[src/rtl/ir_nec_pkg.sv]
// Shared types and constants for the NEC IR frame assembler.
package ir_nec_pkg;

    typedef enum logic [1:0] {
        ST_IDLE  = 2'd0,
        ST_LEAD  = 2'd1,
        ST_DATA  = 2'd2,
        ST_CHECK = 2'd3
    } state_t;

    localparam int TICK_CYC_DEF  = 2500;
    localparam int LEAD_MIN_DEF  = 260;
    localparam int LEAD_MAX_DEF  = 280;
    localparam int REP_MIN_DEF   = 215;
    localparam int REP_MAX_DEF   = 235;
    localparam int TMO_TICKS_DEF = 400;

    localparam int LANE_ADDR   = 0;
    localparam int LANE_ADDR_N = 1;
    localparam int LANE_CMD    = 2;
    localparam int LANE_CMD_N  = 3;

    function automatic logic [7:0] lane_byte(input logic [31:0] word, input int lane);
        return word[lane*8 +: 8];
    endfunction

    function automatic logic cmpl_ok(input logic [7:0] b, input logic [7:0] b_n);
        return (b_n == ~b);
    endfunction

endpackage

[src/rtl/ir_nec_tick_gen.sv]
// Prescaler producing a one-cycle tick every TICK_CYC clocks; restartable by a synchronous clear.
module ir_tick_gen #(
    parameter int TICK_CYC = 2500
) (
    input  logic i_clk,
    input  logic i_rst,
    input  logic i_clr,
    output logic o_tick
);

    localparam int CW = (TICK_CYC > 1) ? $clog2(TICK_CYC) : 1;
    localparam logic [CW-1:0] L_LAST = CW'(TICK_CYC - 1);

    logic [CW-1:0] r_cnt;

    // prescaler: wraps at L_LAST, restarted by each edge so ticks are edge-aligned
    always_ff @(posedge i_clk) begin
        if (i_rst) begin
            r_cnt <= '0;
        end else if (i_clr) begin
            r_cnt <= '0;
        end else if (r_cnt == L_LAST) begin
            r_cnt <= '0;
        end else begin
            r_cnt <= r_cnt + CW'(1);
        end
    end

    assign o_tick = (r_cnt == L_LAST);

endmodule

[src/rtl/ir_nec_frame.sv]
// NEC IR frame assembler: leader/repeat detection, 32-bit LSB-first shift, complement check.
// Macro IR_EXT_ADDR_EN selects extended NEC (16-bit address, command complement only).
module ir_nec_frame
    import ir_nec_pkg::*;
#(
    parameter int TICK_CYC  = TICK_CYC_DEF,
    parameter int LEAD_MIN  = LEAD_MIN_DEF,
    parameter int LEAD_MAX  = LEAD_MAX_DEF,
    parameter int REP_MIN   = REP_MIN_DEF,
    parameter int REP_MAX   = REP_MAX_DEF,
    parameter int TMO_TICKS = TMO_TICKS_DEF
) (
    input  logic        CLOCK_50,
    input  logic        rst,
    input  logic        ir_neg_I,
    input  logic        bit0_I,
    input  logic        bit1_I,
    output logic [15:0] addr_O,
    output logic [7:0]  cmd_O,
    output logic        frame_vld_O,
    output logic        repeat_O,
    output logic        err_O
);

    localparam logic [8:0] L_LEAD_MIN = 9'(LEAD_MIN);
    localparam logic [8:0] L_LEAD_MAX = 9'(LEAD_MAX);
    localparam logic [8:0] L_REP_MIN  = 9'(REP_MIN);
    localparam logic [8:0] L_REP_MAX  = 9'(REP_MAX);
    localparam logic [8:0] L_TMO      = 9'(TMO_TICKS);

    state_t      r_state;
    state_t      w_state_nxt;
    logic        r_neg_d;
    logic        w_tick;
    logic [8:0]  r_interval;
    logic [5:0]  r_bit_cnt;
    logic [31:0] r_shreg;
    logic        r_last_ok;
    logic [15:0] r_addr;
    logic [7:0]  r_cmd;
    logic        r_vld;
    logic        r_rep;
    logic        r_err;

    logic        w_in_lead;
    logic        w_in_rep;
    logic        w_tmo;
    logic        w_bit_ok;
    logic        w_last_bit;
    logic        w_cmd_ok;
    logic        w_addr_ok;
    logic        w_chk_ok;
    logic [15:0] w_addr_dec;

    logic        w_shift;
    logic        w_bit_clr;
    logic        w_rep;
    logic        w_err;
    logic        w_vld;

    ir_tick_gen #(
        .TICK_CYC (TICK_CYC)
    ) u_tick (
        .i_clk  (CLOCK_50),
        .i_rst  (rst),
        .i_clr  (r_neg_d),
        .o_tick (w_tick)
    );

    assign w_in_lead  = (r_interval >= L_LEAD_MIN) && (r_interval <= L_LEAD_MAX);
    assign w_in_rep   = (r_interval >= L_REP_MIN) && (r_interval <= L_REP_MAX);
    assign w_tmo      = (r_interval == L_TMO);
    assign w_bit_ok   = bit0_I ^ bit1_I;
    assign w_last_bit = (r_bit_cnt == 6'd31);
    assign w_cmd_ok   = cmpl_ok(lane_byte(r_shreg, LANE_CMD), lane_byte(r_shreg, LANE_CMD_N));

`ifdef IR_EXT_ADDR_EN
    assign w_addr_ok  = 1'b1;
    assign w_addr_dec = r_shreg[15:0];
`else
    assign w_addr_ok  = cmpl_ok(lane_byte(r_shreg, LANE_ADDR), lane_byte(r_shreg, LANE_ADDR_N));
    assign w_addr_dec = {8'h00, lane_byte(r_shreg, LANE_ADDR)};
`endif

    assign w_chk_ok = w_cmd_ok & w_addr_ok;

    // state register
    always_ff @(posedge CLOCK_50) begin
        if (rst) begin
            r_state <= ST_IDLE;
        end else begin
            r_state <= w_state_nxt;
        end
    end

    // next-state logic; an edge takes priority over a coincident timeout
    always_comb begin
        w_state_nxt = r_state;
        case (r_state)
            ST_IDLE: begin
                if (r_neg_d) w_state_nxt = ST_LEAD;
                else         w_state_nxt = ST_IDLE;
            end
            ST_LEAD: begin
                if (r_neg_d) w_state_nxt = w_in_lead ? ST_DATA : ST_LEAD;
                else if (w_tmo) w_state_nxt = ST_IDLE;
                else w_state_nxt = ST_LEAD;
            end
            ST_DATA: begin
                if (r_neg_d) begin
                    if (w_bit_ok) w_state_nxt = w_last_bit ? ST_CHECK : ST_DATA;
                    else          w_state_nxt = ST_IDLE;
                end else if (w_tmo) begin
                    w_state_nxt = ST_IDLE;
                end else begin
                    w_state_nxt = ST_DATA;
                end
            end
            ST_CHECK: w_state_nxt = ST_IDLE;
            default:  w_state_nxt = ST_IDLE;
        endcase
    end

    // per-state control strobes
    always_comb begin
        w_shift   = 1'b0;
        w_bit_clr = 1'b0;
        w_rep     = 1'b0;
        w_err     = 1'b0;
        w_vld     = 1'b0;
        case (r_state)
            ST_IDLE: begin
                w_shift = 1'b0;
            end
            ST_LEAD: begin
                if (r_neg_d) begin
                    w_bit_clr = w_in_lead;
                    w_rep     = w_in_rep & r_last_ok;
                end else begin
                    w_rep = 1'b0;
                end
            end
            ST_DATA: begin
                if (r_neg_d) begin
                    w_shift = w_bit_ok;
                    w_err   = ~w_bit_ok;
                end else begin
                    w_err = w_tmo;
                end
            end
            ST_CHECK: begin
                w_vld = w_chk_ok;
                w_err = ~w_chk_ok;
            end
            default: begin
                w_err = 1'b0;
            end
        endcase
    end

    // edge delay, interval measurement and bit shifting
    always_ff @(posedge CLOCK_50) begin
        if (rst) begin
            r_neg_d    <= 1'b0;
            r_interval <= 9'd0;
            r_bit_cnt  <= 6'd0;
            r_shreg    <= 32'd0;
        end else begin
            r_neg_d <= ir_neg_I;
            if (r_neg_d) begin
                r_interval <= 9'd0;
            end else if (w_tick && (r_interval != 9'h1FF)) begin
                r_interval <= r_interval + 9'd1;
            end else begin
                r_interval <= r_interval;
            end
            if (w_bit_clr) begin
                r_bit_cnt <= 6'd0;
            end else if (w_shift) begin
                r_bit_cnt <= r_bit_cnt + 6'd1;
            end else begin
                r_bit_cnt <= r_bit_cnt;
            end
            if (w_shift) begin
                r_shreg <= {bit1_I, r_shreg[31:1]};
            end else begin
                r_shreg <= r_shreg;
            end
        end
    end

    // registered results; last_ok gates repeat reporting
    always_ff @(posedge CLOCK_50) begin
        if (rst) begin
            r_last_ok <= 1'b0;
            r_addr    <= 16'd0;
            r_cmd     <= 8'd0;
            r_vld     <= 1'b0;
            r_rep     <= 1'b0;
            r_err     <= 1'b0;
        end else begin
            if (w_vld) begin
                r_last_ok <= 1'b1;
                r_addr    <= w_addr_dec;
                r_cmd     <= lane_byte(r_shreg, LANE_CMD);
            end else if (w_err) begin
                r_last_ok <= 1'b0;
            end else begin
                r_last_ok <= r_last_ok;
            end
            r_vld <= w_vld;
            r_rep <= w_rep;
            r_err <= w_err;
        end
    end

    assign addr_O      = r_addr;
    assign cmd_O       = r_cmd;
    assign frame_vld_O = r_vld;
    assign repeat_O    = r_rep;
    assign err_O       = r_err;

endmodule
[config.mk]
export PLATFORM = sky130hd
export DESIGN_NAME = ir_nec_frame
export DESIGN_NICKNAME = d
export VERILOG_FILES = /design/src/rtl/ir_nec_pkg.sv /design/src/rtl/ir_nec_tick_gen.sv /design/src/rtl/ir_nec_frame.sv
export SDC_FILE = /design/constraint.sdc
export NUM_CORES = 1
export LEC_CHECK = 0
export CAP_MARGIN = 20
export CORE_MARGIN = 3
export CORE_UTILIZATION = 30
export CTS_BUF_LIST = sky130_fd_sc_hd__clkbuf_2 sky130_fd_sc_hd__clkbuf_4 sky130_fd_sc_hd__clkbuf_8
export CTS_CLUSTER_SIZE = 40
export DETAILED_ROUTE_END_ITERATION = 16
export HOLD_SLACK_MARGIN = 0.1
export PLACE_DENSITY_LB_ADDON = 0.15
export SLEW_MARGIN = 15
export SYNTH_ARGS = -nofsm -noshare
export SYNTH_HDL_FRONTEND = slang
export SYNTH_SLANG_ARGS = --single-unit
export TNS_END_PERCENT = 50
[constraint.sdc]
create_clock -name CLOCK_50 -period 2.3 [get_ports CLOCK_50]
set_clock_uncertainty 0.05 [all_clocks]
set_input_delay 0.69 -clock CLOCK_50 [delete_from_list [all_inputs] [get_ports CLOCK_50]]
set_output_delay 0.69 -clock CLOCK_50 [all_outputs]
set_load 0.05 [all_outputs]
# After elaboration in Yosys (flattened, before gate mapping)
# Cells that the tools add are included.
[totals] output_inout_bits=27 regBits=82 inputBits=5 wordCells=64
[classes] mux=18 n_lt_le_gt_ge=4 n_addsub=3 eq_ne=9 n_bitwise=9 reduce_logical=9
[op_table] cell="$eq A8 B8 Y1" count=2
[op_table] cell="$not A8 Y8" count=2
[op_table] cell="$add A12 B1 Y12 const B" count=1
[op_table] cell="$eq A12 B12 Y1 const B" count=1
[op_table] cell="$mux W1" count=11
[op_table] cell="$mux W2" count=5
[op_table] cell="$add A9 B1 Y9 const B" count=1
[op_table] cell="$eq A9 B9 Y1 const B" count=1
[op_table] cell="$ge A9 B8 Y1 const B" count=1
[op_table] cell="$ge A9 B9 Y1 const B" count=1
[op_table] cell="$le A9 B8 Y1 const B" count=1
[op_table] cell="$le A9 B9 Y1 const B" count=1
[op_table] cell="$ne A9 B9 Y1 const B" count=1
[op_table] cell="$pmux W2 S4" count=1
[op_table] cell="$add A6 B1 Y6 const B" count=1
[op_table] cell="$eq A6 B5 Y1 const B" count=1
[op_table] cell="$reduce_or A3 Y1" count=2
[op_table] cell="$eq A2 B2 Y1 const B" count=2
[op_table] cell="$not A1 Y1" count=4
[op_table] cell="$reduce_or A2 Y1" count=2
[op_table] cell="$logic_and A1 B1 Y1" count=3
[op_table] cell="$and A1 B1 Y1" count=2
[op_table] cell="$eq A2 B1 Y1 const B" count=1
[op_table] cell="$logic_not A2 Y1" count=1
[op_table] cell="other kinds (3)" count=3

# Logic depth before layout (Yosys ltp)
# Gate-level depths: netlist (run 1).
[logic_depth] depth_word=7 ltp_mapped=9 mapped_depth_nobuf=8

# Cells and area by module
# A second synthesis (run 1) with hierarchy kept.
[unflattened] cells_unflattened=430 hier_area_um2=3688.5
[modules_own_cells] module="ir_nec_frame" n_inst=1 seq_area_each_um2=1401.3 area_each_um2=3145.5 cells_each=370
[modules_own_cells] module="ir_tick_gen" n_inst=1 seq_area_each_um2=240.2 area_each_um2=543.0 cells_each=60

# Worst setup path before layout (run 1)
# No wires, ideal clock.
[synth_timing] kind="register to register" start="register r_interval[3]" end="register r_interval[7]" t_required_ps=2124 setup_ps=126 period_less_slack_ps=2186 path_slack_ps=114 t_arrival_ps=2010 n_path_buf=1 path_stages_with_launch=10 cell_sequence="dfxtp_1 clkbuf_1 and3_1 and2_1 and4_1 ha_1 nor4_4 nand4_1 xor2_1 nor2_1"
[synth_between] elab_chain_len=2 word_cells_on_any_way=3 classes_between="add/sub: 1; eq/ne: 1; reduce/logical: 1"
[synth_rtl] element="start, declared" line="ir_nec_frame.sv:35" source="logic [8:0] r_interval;"
[synth_rtl] element="start signal, assigned" line="ir_nec_frame.sv:173" source="r_interval <= r_interval + 9'd1;"
[synth_rtl] element="start signal, assigned" line="ir_nec_frame.sv:175" source="r_interval <= r_interval;"
[synth_rtl] element="branches (longest 2 deep; another with $add A9 B1 Y9)"
# Several ways; the timed one is not identified.
# A chain may end at the register's enable or synchronous reset.

# Worst setup path in the final report (run 1)
[layout_timing] start="register r_addr[5], in the netlist addr_O[5]" end="output addr_O[5]"
[layout_rtl] element="start, declared" line="ir_nec_frame.sv:39" source="logic [15:0] r_addr;"
[layout_rtl] element="start signal, assigned" line="ir_nec_frame.sv:204" source="r_addr <= w_addr_dec;"
[layout_rtl] element="end, declared" line="ir_nec_frame.sv:18" source="output logic [15:0] addr_O,"
# No word-level cell between the ends.

==> results of run 1 <==
[registers in the layout (all words and copies together), names as in the netlist]
register      cells
r_shreg          32
u_tick.r_cnt     12
r_interval        9
addr_O            8
cmd_O             8
r_bit_cnt         6
r_state           2
err_O             1
frame_vld_O       1
r_last_ok         1
r_neg_d           1
repeat_O          1
[final cells by class]
class	instances	area, um^2	share of cell area
clock buffer	10	131	0.0321
clock inverter	4	45.0	0.0110
inverter	6	22.5	0.00551
multi-input combinational	311	1720	0.422
sequential	82	1640	0.401
tap	140	175	0.0428
timing repair buffer	39	349	0.0854
[logic make-up after synthesis]
group / synth area share
AND/OR/NAND/NOR: 0.243
flip-flops: 0.467
AO/OA/AOI/OAI: 0.118
XOR/XNOR: 0.0972
buffers and inverters: 0.0509
adder cells (fa/ha/maj): 0.0178
multiplexers: 0.00569
other: 0.00107
[power breakdown]
group	switching (mW)	leakage (nW)	internal, mW
sequential	0.00676	0.661	1.42
combinational	0.0640	0.594	0.0205
clock	0.501	0.0952	0.497
[placed cells by master, fill, tap and decap left out, types with 6 or more instances in the layout]
cell type,Yosys,routed
xor2_1,12,12
xnor2_1,27,27
a21oi_1,54,54
buf_4,8,15
o21ai_0,19,19
dfxtp_1,82,82
nor2_1,33,32
clkbuf_8,0,9
conb_1,1,8
nand3_1,24,24
nand2_1,77,77
inv_1,6,6
clkdlybuf4s50_1,0,22
[metrics by stage]
step | setup slack (ns) | TNS (ns)
6_report | 0.0636 | 0
5_1_grt | -0.00952 | -0.0132
4_1_cts | 0.0350 | 0
3_5_place_dp | -0.0107 | -0.0233
3_3_place_gp | 0.0326 | 0
2_1_floorplan | 0.114 | 0
[layer usage]
metal,vias to the layer above,GRT usage,share of wire
met3,8,0.0285,0.033
met2,36,0.173,0.42
met5,-,0,0
met1,1305,0.177,0.53
li1,1466,-,-
met4,0,0.0530,0.016
[synth_stat cells, drive strengths merged (2+ instances only)]
master / number / share of area
a21oi: 54 / 0.077
buf: 10 / 0.020
nand4b: 2 / 0.0050
nor2: 33 / 0.035
nand3b: 3 / 0.0064
and3: 7 / 0.013
nand2: 77 / 0.082
nor2b: 2 / 0.0036
or2: 3 / 0.0053
o21ai: 19 / 0.027
nor3: 4 / 0.0057
xor2: 12 / 0.030
ha: 5 / 0.018
xnor2: 27 / 0.067
and4: 3 / 0.0075
mux2i: 2 / 0.0057
nor4: 5 / 0.013
clkbuf: 23 / 0.025
dfxtp: 82 / 0.47
or4b: 2 / 0.0068
nand3: 24 / 0.034
nand4: 5 / 0.0089
and2: 3 / 0.0053
inv: 6 / 0.0064
[path summary, 6_finish.rpt]
| kind | start | endpoint | slack, ns | cells past startpoint |
|---|---|---|---|---|
| min reg2reg | u_tick.r_cnt[0] | u_tick.r_cnt[0] | 0.41 | 1 |
| min | u_tick.r_cnt[0] | u_tick.r_cnt[0] | 0.41 | 1 |
| max | addr_O[5] | addr_O[5] | 0.06 | 1 |
| max reg2reg | r_interval[4] | r_interval[4] | 0.18 | 9 |
==> load_flow_metrics.sql, run 1 <==
INSERT INTO impl_metrics (metric_group, metric, value, unit) VALUES
('timing', 'period_share', '0.972', ''),
('global_routing', 'grt_first_pass_wirelength', '12900', 'um'),
('die', 'coreArea', '11100', 'um^2'),
('placed_design', 'placement.cell_area', '3910', 'um^2'),
('die', 'die_width', '114', 'um'),
('clocking', 'clock_latency', '0.35', 'ns'),
('synth', 'syn-cell-area', '3520', 'um^2'),
('timing', 'period_minus_ws_final', '2.24', 'ns'),
('clocking', 'clk_pin_slew', '0.08', 'ns'),
('die', 'initial_utilization', '0.316', ''),
('global_routing', 'grt_start_max_net_pins', '44', ''),
('layout', 'share_of_layout_cells_above_drive_strength_1', '0.0863', ''),
('die', 'die_area', '13100', 'um^2'),
('synth', 'ys_warn_count', '0', ''),
('power_and_ir_drop', 'totalPowerFinal', '2.51', 'mW'),
('timing', 'max_slew.worst_pin.slew', '0.586', 'ns'),
('synth', 'post_synth_num_cell_types', '40', ''),
('synth', 'synth_enable_flop_cells', '0', ''),
('placed_design', 'routabilityCongestion', '0.755', ''),
('worst_setup_path', 'worst-path-max-fanout', '2', ''),
('drt', 'drt_first_iter_violations', '133', ''),
('clocking', 'hold_buffer_count_at_cts', '0', ''),
('clocking', 'cts_max_level', '3', ''),
('min_path', 'hold_path_class', 'flip-flop to flip-flop', ''),
('placed_design', 'dp.final_hpwl', '5070', 'um'),
('layout', 'finalCoreUtilization', '0.368', ''),
('worst_setup_path', 'crit_type', 'flip-flop to primary output', ''),
('timing', 'fmaxAchievable', '0.447', 'GHz'),
('power_and_ir_drop', 'powerDensity', '614', 'nW/um^2'),
('worst_setup_path', 'endpoint_kind', 'primary output', ''),
('layout', 'n_fill_cell', '1202', ''),
('clocking', 'postCtsResizedCells', '0', ''),
('clocking', 'cts.sinks', '82', ''),
('worst_setup_path', 'worstPathCellList', 'clkdlybuf4s50_1', ''),
('worst_setup_path', 'crit_slowest_cell', 'clkdlybuf4s50_1', ''),
('worst_setup_path', 'required', '1.56', 'ns'),
('drt', 'drc', '0', ''),
('timing', 'slew-limit-headroom', '0.609', ''),
('global_routing', 'grt_pass1_vias', '2615', ''),
('clocking', 'tritoncts', 'done', ''),
('clocking', 'postCtsSetupRepairBufs', '0', ''),
('run', 'timing.max_cap.violations', '0', ''),
('synth', 'synth_async_sr_flop_share', '0', ''),
('die', 'std_cell_rows', '38', ''),
('worst_setup_path', 'timing.critical_path.buf_inv', '1', ''),
('global_routing', 'gr-usage-all-layers', '0.123', ''),
('placed_design', 'port-buffer-count', '23', ''),
('placed_design', 'placedCellCount', '578', ''),
('synth', 'synth_top_flop_cell', 'dfxtp_1', ''),
('drt', 'vias_per_cell', '4.76', ''),
('drt', 'drt_pre_antenna_iters', '4', ''),
('worst_setup_path', 'cp_top_family', 'buffers and inverters', ''),
('global_routing', 'grt_overflow_total', '0', ''),
('worst_setup_path', 'worst_ep_arrival_time', '1.50', 'ns'),
('clocking', 'root_buffer', 'clkbuf_8', ''),
('clocking', 'numCtsBuffers', '9', ''),
('power_and_ir_drop', 'total_leakage_power', '1.35', 'nW'),
('die', 'dieHeight', '114', 'um'),
('layout', 'final_nets', '459', ''),
('drt', 'num_vias', '2815', ''),
('timing', 'slew_violations', '0', ''),
('synth', 'total_of_flip_flops_plus_latches_after_synthesis', '82', ''),
('timing', 'finalHoldViolCount', '0', ''),
('timing', 'fin_worst_hold_slack', '0.414', 'ns'),
('worst_setup_path', 'slowest_delay', '0.81', 'ns'),
('drt', 'final_antenna_net_count', '0', ''),
('layout', 'post-route-cell-area', '4090', 'um^2'),
('synth', 'synth_sequential_area_ratio', '0.467', ''),
('global_routing', 'antenna_found_initial', '0', ''),
('timing', 'setup-violations-final', '0', ''),
('power_and_ir_drop', 'vdd.ir_drop.worst', '0.245', 'mV'),
('run_status', 'run_status', 'complete, no violations', ''),
('drt', 'finalWirelength', '7530', 'um'),
('layout', 'antenna_cells_inserted', '0', ''),
('synth', 'syn_avg_cell_area', '8.27', 'um^2'),
('synth', 'syn-instance-count', '425', ''),
('layout', 'syn2layout_area_growth', '16.3', '%'),
('drt', 'post_drt_wl_per_cell', '12.7', 'um'),
('clocking', 'clock_path_buffers', '2', ''),
('worst_setup_path', 'start_kind', 'flip-flop', ''),
('layout', 'stdcell_count', '592', ''),
('die', 'num_io_pins', '32', '');
(Power assumes the default switching activity.)
==> run 2, diff against run 1 <==
SKIP_CTS_REPAIR_TIMING = 1   (was not set)
SYNTH_HIERARCHICAL = 1   (was not set)
==> run 2 against run 1 <==
Combinational power grew 9.2%. Register-to-register slack gained 0.09 ns. Maximum frequency is essentially flat. Worst hold slack gained 0.0049 ns. Die area grew 4.7%. Global-route usage is essentially flat. Clock-buffer cell count grew 2. Sequential power is essentially flat. Synthesized cell count grew 1.2%. First-iteration DRC count shrank 8.3%. Wire length shrank 1.8%. Critical path type unchanged. Critical endpoint is now cmd_O[1]. Largest cell class unchanged. Largest power group unchanged.
==> load_flow_metrics.sql, run 2 <==
INSERT INTO impl_metrics (metric_group, metric, value, unit) VALUES
('timing', 'period_minus_ws_final', '2.24', 'ns'),
('worst_setup_path', 'rrSetupSlack', '0.27', 'ns'),
('min_path', 'holdCritStartpoint', 'addr_O[4]', ''),
('drt', 'drc', '0', ''),
('timing', 'period_share', '0.972', ''),
('die', 'die_area', '13700', 'um^2'),
('global_routing', 'gr-usage-all-layers', '0.122', ''),
('power_and_ir_drop', 'total_leakage_power', '1.60', 'nW'),
('min_path', 'worst_hold_path.num_cells', '2', ''),
('synth', 'post_synth_num_cell_types', '45', ''),
('synth', 'synth_enable_flop_cells', '0', ''),
('synth', 'syn_avg_cell_area', '8.58', 'um^2'),
('power_and_ir_drop', 'totalPowerFinal', '2.73', 'mW'),
('global_routing', 'grt_first_pass_wirelength', '13000', 'um'),
('layout', 'finalCoreUtilization', '0.366', ''),
('synth', 'total_of_flip_flops_plus_latches_after_synthesis', '82', ''),
('worst_setup_path', 'cp_top_family', 'buffers and inverters', ''),
('timing', 'finalHoldViolCount', '0', ''),
('timing', 'setup-violations-final', '0', ''),
('layout', 'largest_register_ff_count', '32', ''),
('global_routing', 'grt_pass1_vias', '2681', ''),
('drt', 'drt_pre_antenna_iters', '4', ''),
('clocking', 'cts.sinks', '82', ''),
('worst_setup_path', 'rr_endpoint', 'addr_O[6]', ''),
('placed_design', 'dp.final_hpwl', '5050', 'um'),
('worst_setup_path', 'worstPathCellList', 'clkdlybuf4s50_1', ''),
('die', 'std_cell_rows', '39', ''),
('clocking', 'tritoncts', 'done', ''),
('worst_setup_path', 'slowest_delay', '0.80', 'ns'),
('synth', 'post_synth_main_area_contributors', 'dfxtp_1 45%, nand2_1 7.9%, xnor2_1 5.9%, a21oi_1 5.8%, nand2b_1 4.9%', ''),
('layout', 'n_fill_cell', '1242', ''),
('placed_design', 'routabilityCongestion', '0.714', ''),
('layout', 'stdcell_count', '596', ''),
('layout', 'mostFrequentLayoutCell', 'dfxtp_1', ''),
('worst_setup_path', 'crit_type', 'flip-flop to primary output', ''),
('layout', 'final_nets', '459', ''),
('worst_setup_path', 'worst-path-max-fanout', '2', ''),
('timing', 'rsz0062_at_grt', 'false', ''),
('worst_setup_path', 'endpoint_kind', 'primary output', ''),
('run_status', 'run_status', 'complete, no violations', ''),
('layout', 'syn2layout_area_growth', '16.2', '%'),
('power_and_ir_drop', 'power.share.clock', '0.442', ''),
('die', 'die_width', '117', 'um'),
('synth', 'ys_top_cells_by_count', '82 x dfxtp_1, 78 x nand2_1, 43 x a21oi_1', ''),
('drt', 'final_antenna_net_count', '0', ''),
('timing', 'max_slew.worst_pin.slew', '0.594', 'ns'),
('synth', 'synth_top_flop_cell', 'dfxtp_1', ''),
('power_and_ir_drop', 'net-switching-power', '614', 'uW'),
('layout', 'layout_common_cells', '82 x dfxtp_1, 78 x nand2_1, 43 x a21oi_1', ''),
('die', 'initial_utilization', '0.315', ''),
('run', 'timing.max_cap.violations', '0', ''),
('synth', 'syn-cell-area', '3690', 'um^2'),
('layout', 'register_area', '1640', 'um^2'),
('layout', 'reg_top3', 'r_shreg (32), u_tick/r_cnt (12), r_interval (9)', ''),
('synth', 'synth_async_sr_flop_share', '0', ''),
('min_path', 'hold_path_class', 'flip-flop to flip-flop', ''),
('layout', 'area_of_combinational_cells_with_multiple_inputs', '1890', 'um^2'),
('die', 'coreArea', '11700', 'um^2'),
('synth', 'syn-instance-count', '430', ''),
('worst_setup_path', 'start_kind', 'flip-flop', ''),
('worst_setup_path', 'worst_ep_arrival_time', '1.50', 'ns'),
('worst_setup_path', 'crit-reg2reg-launch', 'r_shreg[22]', ''),
('synth', 'ys_warn_count', '6', ''),
('worst_setup_path', 'critical_path.startpoint', 'cmd_O[1]', ''),
('min_path', 'hold_end', 'addr_O[4]', ''),
('drt', 'finalWirelength', '7390', 'um'),
('layout', 'share_of_layout_cells_above_drive_strength_1', '0.0728', ''),
('power_and_ir_drop', 'powerDensity', '637', 'nW/um^2'),
('worst_setup_path', 'timing.critical_path.buf_inv', '1', ''),
('die', 'num_io_pins', '32', ''),
('worst_setup_path', 'crit_slowest_cell', 'clkdlybuf4s50_1', ''),
('global_routing', 'antenna_found_initial', '0', ''),
('clocking', 'root_buffer', 'clkbuf_8', ''),
('placed_design', 'port-buffer-count', '23', ''),
('power_and_ir_drop', 'sw_frac_of_total', '0.225', ''),
('drt', 'drt_first_iter_violations', '122', ''),
('drt', 'vias_per_cell', '4.72', ''),
('placed_design', 'placedCellCount', '580', ''),
('global_routing', 'grt_start_max_net_pins', '39', ''),
('timing', 'slew_violations', '0', ''),
('drt', 'num_vias', '2811', ''),
('synth', 'netlist.top_cell.by_area', 'dfxtp_1', ''),
('clocking', 'clock_latency', '0.36', 'ns'),
('global_routing', 'grt_overflow_total', '0', ''),
('timing', 'slew-limit-headroom', '0.598', ''),
('clocking', 'numCtsBuffers', '9', ''),
('synth', 'synth_largest_type_area_fraction', '0.445', ''),
('worst_setup_path', 'required', '1.56', 'ns'),
('power_and_ir_drop', 'power.share.combinational', '0.034', ''),
('synth', 'synth_sequential_area_ratio', '0.445', ''),
('layout', 'regMostFlops', 'r_shreg', ''),
('worst_setup_path', 'worstRegToRegCells', '5', ''),
('die', 'dieHeight', '117', 'um'),
('layout', 'antenna_cells_inserted', '0', ''),
('synth', 'top_count_cell_post_synth', 'dfxtp_1', ''),
('power_and_ir_drop', 'vdd.ir_drop.worst', '0.319', 'mV'),
('timing', 'fmaxAchievable', '0.447', 'GHz'),
('clocking', 'clk_pin_slew', '0.09', 'ns'),
('power_and_ir_drop', 'cell_internal_pwr', '2.12', 'mW'),
('drt', 'post_drt_wl_per_cell', '12.4', 'um'),
('power_and_ir_drop', 'seq_power_share', '0.524', ''),
('clocking', 'clock_path_buffers', '2', ''),
('clocking', 'cts_max_level', '3', '');
[run 2: changes by cell type after synthesis, sizes merged, moves of 4 or more]
cell    before  now
nand3       24    6
o21ai       19    6
xor2        12    7
and3         7    3
mux2i        2   17
or2b         0    4
nand2b       1   29
a21oi       54   43
[run 2: how the worst max path moves through the flow]
| stage | slack [ns] | to | cells after the start |
|---|---|---|---|
| 3_5_place_dp | 0.05 | r_shreg[15] | 6 |
| 2_1_floorplan | 0.24 | r_interval[7] | 9 |
| 3_3_place_gp | 0.05 | r_bit_cnt[5] | 6 |
| 4_1_cts | -0.006 | err_O | 1 |
| 5_1_grt | 0.004 | cmd_O[2] | 1 |
| 6_report | 0.06 | cmd_O[1] | 1 |
[run 2: per-stage QoR]
stage	area (um^2)	setup TNS (ns)	setup slack (ns)	hold slack (ns)
final	4290	0	0.0637	0.419
after global routing	4290	0	0.00379	0.449
after CTS	4250	-0.00769	-0.00597	0.427
after detailed placement	4020	0	0.0511	0.410
after global placement	4020	0	0.0504	0.407
after floorplan	3710	0	0.240	0.385
[run 2: metal layers]
metal | share of wire | vias to the layer above | global-route usage | wire length (um)
met2 | 0.43 | 35 | 0.178 | 3180
li1 | - | 1467 | - | -
met1 | 0.51 | 1297 | 0.166 | 3750
met4 | 0.021 | 0 | 0.0528 | 157
met3 | 0.040 | 12 | 0.0391 | 298
met5 | 0 | - | 0 | 0
[run 2: layout make-up]
cell class	count	share of cell area
Multi-Input combinational cell	317	0.440
Sequential cell	82	0.383
Timing Repair Buffer	31	0.0759
Tap cell	143	0.0417
Clock buffer	12	0.0356
Clock inverter	4	0.0172
Inverter	7	0.00613
[run 2: logic make-up after synthesis]
kind of cell / count (synthesis) / synth area share
and+or+nand+nor: 192 / 0.265
DFF: 82 / 0.445
AOI/OAI and AO/OA: 62 / 0.0943
buffers and inverters: 38 / 0.0519
xor gates and xnor gates: 32 / 0.0760
muxes: 17 / 0.0461
adders and majority gates: 6 / 0.0204
other: 1 / 0.00102
[run 2: worst register-to-register path: cells and delay by family (launching register included)]
| family | cells | cell delay, ns |
|---|---|---|
| XOR/XNOR | 1 | 0.11 |
| multiplexers | 1 | 0.24 |
| AND/OR/NAND/NOR | 3 | 1.12 |
| flip-flops | 1 | 0.44 |
[run 2: power groups by stage]
stage	clock [mW]	sequential (mW)	combinational (mW)
after detailed placement	0	1.46	0.0930
after global routing	1.32	1.43	0.102
after global placement	0	1.46	0.0926
final	1.21	1.43	0.0923
after CTS	1.25	1.43	0.0929
after floorplan	0	1.46	0.0820
==> run 3, diff against run 2 <==
SKIP_LAST_GASP = 1   (was not set)
SYNTH_HIERARCHICAL = not set   (was 1)
==> results of run 3 <==
The final DEF is identical to that of run 1; final timing and power are the same.
